$ cat src/rtl/tile_bank_config_loader.sv
// Streams a byte-wide bitstream into the bitline register one frame at a time,
// then pulses that frame's wordline; repeats for every wordline of the bank.
module tile_bank_config_loader #(
    parameter  int BL_WIDTH   = 315,
    parameter  int WL_WIDTH   = 4,
    parameter  int DATA_WIDTH = 8,
    parameter  int WL_PULSE   = 2,
    localparam int FI_W       = (WL_WIDTH > 1) ? $clog2(WL_WIDTH) : 1
) (
    input  logic                  clk,
    input  logic                  reset,
    input  logic                  start,
    input  logic [DATA_WIDTH-1:0] cfg_data,
    input  logic                  cfg_valid,
    output logic                  cfg_ready,
    output logic [BL_WIDTH-1:0]   bl,
    output logic [WL_WIDTH-1:0]   wl,
    output logic                  busy,
    output logic                  done,
    output logic [FI_W-1:0]       frame_idx
);

    localparam int WORDS = (BL_WIDTH + DATA_WIDTH - 1) / DATA_WIDTH;
    localparam int CNT_W = (WORDS > 1) ? $clog2(WORDS + 1) : 1;
    localparam int PC_W  = (WL_PULSE > 1) ? $clog2(WL_PULSE) : 1;

    typedef enum logic [2:0] {
        S_IDLE, S_SHIFT, S_SETTLE, S_PULSE, S_HOLD, S_DONE
    } state_t;

    state_t            state, next_state;
    logic [CNT_W-1:0]  word_cnt;
    logic [PC_W-1:0]   pulse_cnt;
    logic              load_start, accept, last_word, last_pulse, last_frame;
    logic              cfg_ready_d, busy_d, done_d;
    logic [WL_WIDTH-1:0] wl_d;

    assign load_start = (state == S_IDLE) && start;
    assign accept     = cfg_valid && cfg_ready;
    assign last_word  = (word_cnt == CNT_W'(WORDS - 1));
    assign last_pulse = (pulse_cnt == PC_W'(WL_PULSE - 1));
    assign last_frame = (frame_idx == FI_W'(WL_WIDTH - 1));

    // NOTE: state and every register use non-blocking (<=) assignments so all
    // flops update together from values sampled at the same edge.
    always_ff @(posedge clk or posedge reset) begin
        if (reset) state <= S_IDLE;
        else       state <= next_state;
    end

    // NOTE: each always_comb assigns a default first, so no path leaves a
    // variable unassigned and no latch is inferred.
    always_comb begin
        next_state = state;
        unique case (state)
            S_IDLE:   if (start) next_state = S_SHIFT;
            S_SHIFT:  if (accept && last_word) next_state = S_SETTLE;
            S_SETTLE: next_state = S_PULSE;
            S_PULSE:  if (last_pulse) next_state = S_HOLD;
            S_HOLD:   next_state = last_frame ? S_DONE : S_SHIFT;
            S_DONE:   next_state = S_IDLE;
            default:  next_state = S_IDLE;
        endcase
    end

    // Outputs are decoded from next_state and registered, so they line up
    // with the state they describe and never depend on cfg_valid directly.
    always_comb begin
        cfg_ready_d = (next_state == S_SHIFT);
        busy_d      = (next_state != S_IDLE);
        done_d      = (next_state == S_DONE);
        wl_d        = '0;
        if (next_state == S_PULSE) wl_d = WL_WIDTH'(1) << frame_idx;
    end

    always_ff @(posedge clk or posedge reset) begin
        if (reset) begin
            cfg_ready <= 1'b0;
            busy      <= 1'b0;
            done      <= 1'b0;
            wl        <= '0;
            frame_idx <= '0;
            word_cnt  <= '0;
            pulse_cnt <= '0;
        end else begin
            cfg_ready <= cfg_ready_d;
            busy      <= busy_d;
            done      <= done_d;
            wl        <= wl_d;

            if (load_start || state == S_HOLD) word_cnt <= '0;
            else if (accept)                   word_cnt <= word_cnt + 1'b1;

            if (load_start)                      frame_idx <= '0;
            else if (state == S_HOLD && !last_frame) frame_idx <= frame_idx + 1'b1;

            if (state == S_PULSE) pulse_cnt <= pulse_cnt + 1'b1;
            else                  pulse_cnt <= '0;
        end
    end

    // One register slice per input word; the top slice keeps only in-range bits.
    for (genvar g = 0; g < WORDS; g++) begin : g_word
        localparam int LO = g * DATA_WIDTH;
        localparam int N  = (BL_WIDTH - LO < DATA_WIDTH) ? (BL_WIDTH - LO) : DATA_WIDTH;

        logic [N-1:0] word_q;

        // NOTE: the bitline register is ordinary flops, not a RAM, so it takes
        // the async reset like the rest of the state.
        always_ff @(posedge clk or posedge reset) begin
            if (reset)                                        word_q <= '0;
            else if (load_start)                              word_q <= '0;
            else if (accept && word_cnt == CNT_W'(g))         word_q <= cfg_data[N-1:0];
        end

        assign bl[LO +: N] = word_q;
    end

endmodule

$ cat config.mk
export PLATFORM = sky130hd
export DESIGN_NAME = tile_bank_config_loader
export DESIGN_NICKNAME = d
export VERILOG_FILES = /design/src/rtl/tile_bank_config_loader.sv
export SDC_FILE = /design/constraint.sdc
export NUM_CORES = 1
export LEC_CHECK = 0
export CORE_MARGIN = 3
export CORE_UTILIZATION = 35
export CTS_BUF_LIST = sky130_fd_sc_hd__clkbuf_8
export CTS_CLUSTER_SIZE = 28
export DETAILED_ROUTE_END_ITERATION = 6
export PLACE_DENSITY = 0.68
export SLEW_MARGIN = 20
export SYNTH_ARGS = -nofsm -noshare
export SYNTH_HDL_FRONTEND = slang
export SYNTH_SLANG_ARGS = --single-unit
$ cat constraint.sdc
create_clock -name clk -period 12.3 [get_ports clk]
set_input_delay 2.46 -clock clk [delete_from_list [all_inputs] [get_ports clk]]
set_output_delay 2.46 -clock clk [all_outputs]
set_load 0.01 [all_outputs]
==> results of run 1 <==
[path summary, 6_finish.rpt]
| kind | slack (ps) | cells past startpoint | end |
|---|---|---|---|
| setup / recovery | 6590 | 7 | g_word[13].word_q[2] |
| hold / removal | 460 | 1 | last_pulse |
| setup reg to reg | 8450 | 6 | g_word[13].word_q[2] |
| hold reg to reg | 460 | 1 | last_pulse |
| max in group asynchronous | 8410 | 3 | g_word[25].word_q[4] |
| min in group asynchronous | 2430 | 2 | g_word[6].word_q[4] |
[routing by layer]
layer  wire length, um  share of wire
met2             19100           0.46
met1             18400           0.45
met3              3020          0.073
met5                13        0.00032
met4               634          0.015
[worst max-delay path: cells and delay by family]
kind,cells,cell delay [ps]
and+or+nand+nor,2,680
buffers and inverters,4,2580
muxes,1,200
[logic make-up after synthesis]
family          count (synthesis)
xor+xnor                        2
buf+inv                        93
mux                           318
compound gates                 13
flops                         334
fa+ha+maj                       8
simple gates                  407
[per-stage QoR]
step | area [sq um] | setup WS, ps | power [mW] | hold WS, ps | util
floorplan | 14200 | 587 | 2.46 | 430 | -
global placement | 17700 | 6220 | 3.40 | 440 | 0.445
detailed placement | 17700 | 6110 | 3.44 | 453 | 0.446
CTS | 18900 | 6740 | 4.49 | 462 | 0.475
global route | 18900 | 6440 | 4.71 | 482 | 0.476
finish | 18900 | 6590 | 4.43 | 463 | 0.476
[synthesized netlist by cell type, types with 2 or more instances]
cell type  number  area (sq um)
o21ai_0         5          25.0
inv_1           5          18.8
buf_4           9          67.6
a21oi_1         5          25.0
nand2b_1        2          12.5
nand2_1       330          1240
nand3_2        34           340
or3_1           3          18.8
dfrtp_1       334          8360
buf_2          58           290
buf_6          14           158
nand2_4         2          22.5
ha_1            8           100
and3_1          2          12.5
and4b_1         4          40.0
nand4b_1        2          17.5
nor2_1          8          30.0
clkbuf_1        3          11.3
nor2b_1         2          12.5
buf_1           4          15.0
mux2i_1       318          3180
and2_1          4          25.0
nand3_1         5          25.0
[where the power goes]
group          total (mW)  switching [mW]  internal [mW]  leakage (nW)
sequential           1.72           0.246           1.47          4.49
combinational        1.69           0.841          0.849          5.12
clock                1.03           0.448          0.579         0.688
[final cells by class]
| type | instances | share of cell area |
|---|---|---|
| multi-input cells | 748 | 0.279 |
| clock inverters | 23 | 0.00614 |
| inverters | 5 | 0.00139 |
| flip-flops and latches | 334 | 0.441 |
| clock buffers | 78 | 0.0567 |
| well taps | 525 | 0.0347 |
| repair buffers | 342 | 0.180 |
[sequential cells by signal (all words and copies together) (netlist names)]
signal         cells
busy               1
wl                 4
last_pulse         1
g_word.word_q    315
state              3
done               1
frame_idx          2
cfg_ready          1
word_cnt           6
==> out/qor.yml, run 1 <==
cts:
  ctsHoldBuffers: 0
  root_buffer: "clkbuf_8"
  clock_path_buffers: 3
  cts.clk_slew.worst_paths_ps: 60
  post_cts_buffers: 0
  htreeDepth: 2
  tritoncts: "yes"
  clk_latency_ps: 620
  cts_sinks: 334
  cts_buffers: 56
  cts_resized: 0
drt:
  dr.pass1.iters: 4
  postRouteAntennaNets: 0
  vias: 9856
  vias_per_cell: 4.80
  wl_um: 41200
  wl_per_cell_um: 20.1
  drtIter0Drc: 426
  route.detailed.drc: 0
sta:
  finalClockSkew_ps: 32.5
  relSlewSlack: 0.342
  fmax_mhz: 175
  min_period_ps: 5710
  worstMarginPinSlew_ps: 987
  report.final.hold_viol_count: 0
  setup_viol: 0
  drv_slew: 0
  finalSetupTns_ps: 0
  fin_crit_sh: 0.465
  rsz0062_at_grt: "false"
worst_setup_path:
  cp_slowest_cell: "buf_4"
  cp_slowest_stage_delay_ps: 860
  critPathRequiredTime_ps: 12800
  path_cells: "clkdlybuf4s50_1, or4b_4, buf_4, buf_4, buf_4, nand2_1, mux2i_1"
  crit_start: "start"
  crit_type: "in2reg"
  end_kind: "flop"
  cp-start-kind: "input pin"
  cpMostUsedCell: "buf_4"
  r2r-start: "state[0]"
  cp_max_fo: 94
  arrival_ps: 6220
yosys:
  synth_edf_count: 0
  seq_area_frac_synth: 0.590
  synth-xor-area-share: 0.00124
  synth_compound_area_frac: 0.00513
  syn_area_per_cell_sq_um: 12.0
  syn-cell-area_sq_um: 14200
  ys_seq_elements: 334
  ys_types: 37
  muxShareOfSynthArea: 0.225
  ys.flop_type: "dfrtp_1"
  async_flop_share: 1.00
  ys_warn_count: 0
  synth-simple-area-share: 0.132
  synth_fa_ha_area_frac: 0.00707
  syn-num-nets: 1195
  netlist_instances: 1175
  synth_top_family_by_area: "multiplexers"
cells_and_area:
  final_cell_mix: "335 x clkdlybuf4s50_1, 334 x dfrtp_1, 324 x nand2_1"
  instances_no_fill: 2055
  drive_gt1_frac: 0.0895
  fillCellCount: 3650
  layout_commonest_cell: "clkdlybuf4s50_1"
  multi_input_area_sq_um: 5290
  areaGrowthSynthToFinish_pct: 33.8
  diodes: 0
  seqCellArea_sq_um: 8360
  fin_nets: 1507
die:
  start_util: 0.356
  design.core.area_sq_um: 39800
  fp.dieH_um: 207
  die_w_um: 207
  fp-row-count: 73
  pin_count: 336
  dieArea_sq_um: 42900
global_routing:
  grt_max_degree: 147
  met1_usage: 0.248
  grtUsageTotal: 0.189
  grt_pass1_vias: 10558
  gr-max-usage-layer: "met2"
  grt_antenna_before_repair: 1
  grt_pass1_wl_um: 64200
  grt_use_met3: 0.0622
  grtUsageMet2: 0.302
  overflow: 0
power_and_ir_drop:
  powerDensity_nw_per_um2: 234
  leakage_nw: 10.3
  ir_drop_uv: 137
placed_design:
  place.gp.congestion: 0.722
  port_buffers: 335
  place_hpwl_um: 25900
  placedCellCount: 1954
min_path:
  min_from: "last_pulse"
  worstHoldPathType: "reg2reg"
outcome:
  status: "finished clean"
job:
  cap_violations: 0
Power figures use the tool's default switching activity.
==> run 2: changes to the inputs <==
==> constraint.sdc (replaced) <==
create_clock -name clk -period 4.9 [get_ports clk]
set_input_delay 0.98 -clock clk [delete_from_list [all_inputs] [get_ports clk]]
set_output_delay 0.98 -clock clk [all_outputs]
set_load 0.01 [all_outputs]
==> run 2 against run 1 <==
Effect of this change:
- clock power grew 130%
- non-clock buffer count grew 8
- first-iteration DRC count grew 19%
- power grew 150%
- critical endpoint is now g_word[24].word_q[0]
- sequential cell count is the same
- critical path depth shrank 2
- highest routed layer unchanged
==> out/qor.yml, run 2 (synthesized netlist as in run 1, its figures left out) <==
sta:
  fin_crit_sh: 0.592
  report.final.hold_viol_count: 0
  finalClockSkew_ps: 18.5
  relSlewSlack: 0.340
  rsz0062_at_grt: "false"
  worstMarginPinSlew_ps: 976
  min_period_ps: 2900
  setup_viol: 0
  drv_slew: 0
  fmax_mhz: 345
  finalSetupTns_ps: 0
power_and_ir_drop:
  power_mw: 11.0
  leakage_nw: 10.3
  powerDensity_nw_per_um2: 580
  ir_drop_uv: 340
worst_setup_path:
  regToRegSetupSlack_ps: 2370
  cp_max_fo: 159
  r2r-start: "state[2]"
  timing.rr.end: "g_word[24].word_q[0]"
  critPathRequiredTime_ps: 5360
  cp-start-kind: "input pin"
  end_kind: "flop"
  arrival_ps: 3360
  crit_type: "in2reg"
  endpoint: "g_word[24].word_q[0]"
  crit_start: "start"
  ff2ff_path_depth: 4
drt:
  wl_per_cell_um: 20.5
  vias: 9989
  vias_per_cell: 4.84
  drtIter0Drc: 505
  wl_um: 42400
  dr.pass1.iters: 4
  route.detailed.drc: 0
  postRouteAntennaNets: 0
global_routing:
  overflow: 0
  grt_pass1_vias: 10807
  grtUsageTotal: 0.196
  grt_antenna_before_repair: 1
  grt_pass1_wl_um: 66300
  grt_max_degree: 160
cells_and_area:
  areaGrowthSynthToFinish_pct: 33.8
  largest_registers: "g_word.word_q x315, word_cnt x6, wl x4"
  layout_commonest_cell: "clkdlybuf4s50_1"
  final_cell_area_sq_um: 18900
  multi_input_area_sq_um: 5270
  fin_nets: 1516
  seqCellArea_sq_um: 8360
  drive_gt1_frac: 0.0904
  fillCellCount: 3693
  instances_no_fill: 2063
  final_cell_mix: "335 x clkdlybuf4s50_1, 334 x dfrtp_1, 324 x nand2_1"
  diodes: 0
  utilization: 0.476
  regMostFlops: "g_word.word_q"
  largest_reg_flops: 315
placed_design:
  placedCellCount: 1962
  place_hpwl_um: 26900
  port_buffers: 335
  place.gp.congestion: 0.753
  dpl_cell_area_sq_um: 17900
die:
  design.core.area_sq_um: 39800
  fp-row-count: 73
  fp.dieH_um: 207
  die_w_um: 207
  start_util: 0.356
  dieArea_sq_um: 42900
  pin_count: 336
cts:
  root_buffer: "clkbuf_8"
  htreeDepth: 2
  clock_path_buffers: 3
  tritoncts: "yes"
  cts_resized: 0
  cts_sinks: 334
  ctsHoldBuffers: 0
  cts_buffers: 57
  cts.clk_slew.worst_paths_ps: 60
  clk_latency_ps: 620
  post_cts_buffers: 0
min_path:
  min_from: "last_pulse"
  worstHoldPathType: "reg2reg"
outcome:
  status: "finished clean"
job:
  cap_violations: 0
run 2: how the worst min path moves through the flow:
stage            endpoint  slack (ps)  depth (start not counted)
3_5_place_dp   last_pulse         450                          1
4_1_cts        last_pulse         460                          1
3_3_place_gp   last_pulse         440                          1
2_1_floorplan  last_pulse         430                          1
6_report       last_pulse         460                          1
5_1_grt        last_pulse         490                          1
run 2: per-stage QoR:
step	setup slack [ps]	hold WS, ps
floorplan	-543	430
global placement	1410	441
detailed placement	1370	455
CTS	2030	463
global route	1940	493
finish	2000	457
run 2: power by group:
group	leakage [nW]	internal [mW]	switching (mW)
clock	0.653	1.28	1.12
sequential	4.49	3.69	0.622
combinational	5.18	2.15	2.11
total	10.3	7.12	3.86
run 2: critical path: stages:
cell and delay, ps:
clkdlybuf4s50_1 510, or4b_4 620, buf_12 300, nand2_4 610, mux2i_1 190
run 2: per-layer routing:
metal	up-vias	GRT usage	wire, um
li1	4574	-	-
met1	5057	0.255	18400
met2	299	0.318	20000
met3	57	0.0672	3240
met4	2	0.0461	666
met5	-	0	13
run 2: area by class of cell:
type,instances,area share
Clock buffer,67,0.0487
Clock inverter,34,0.00891
Inverter,5,0.00119
Multi-Input combinational cell,748,0.278
Sequential cell,334,0.441
Tap cell,525,0.0347
Timing Repair Buffer,350,0.188
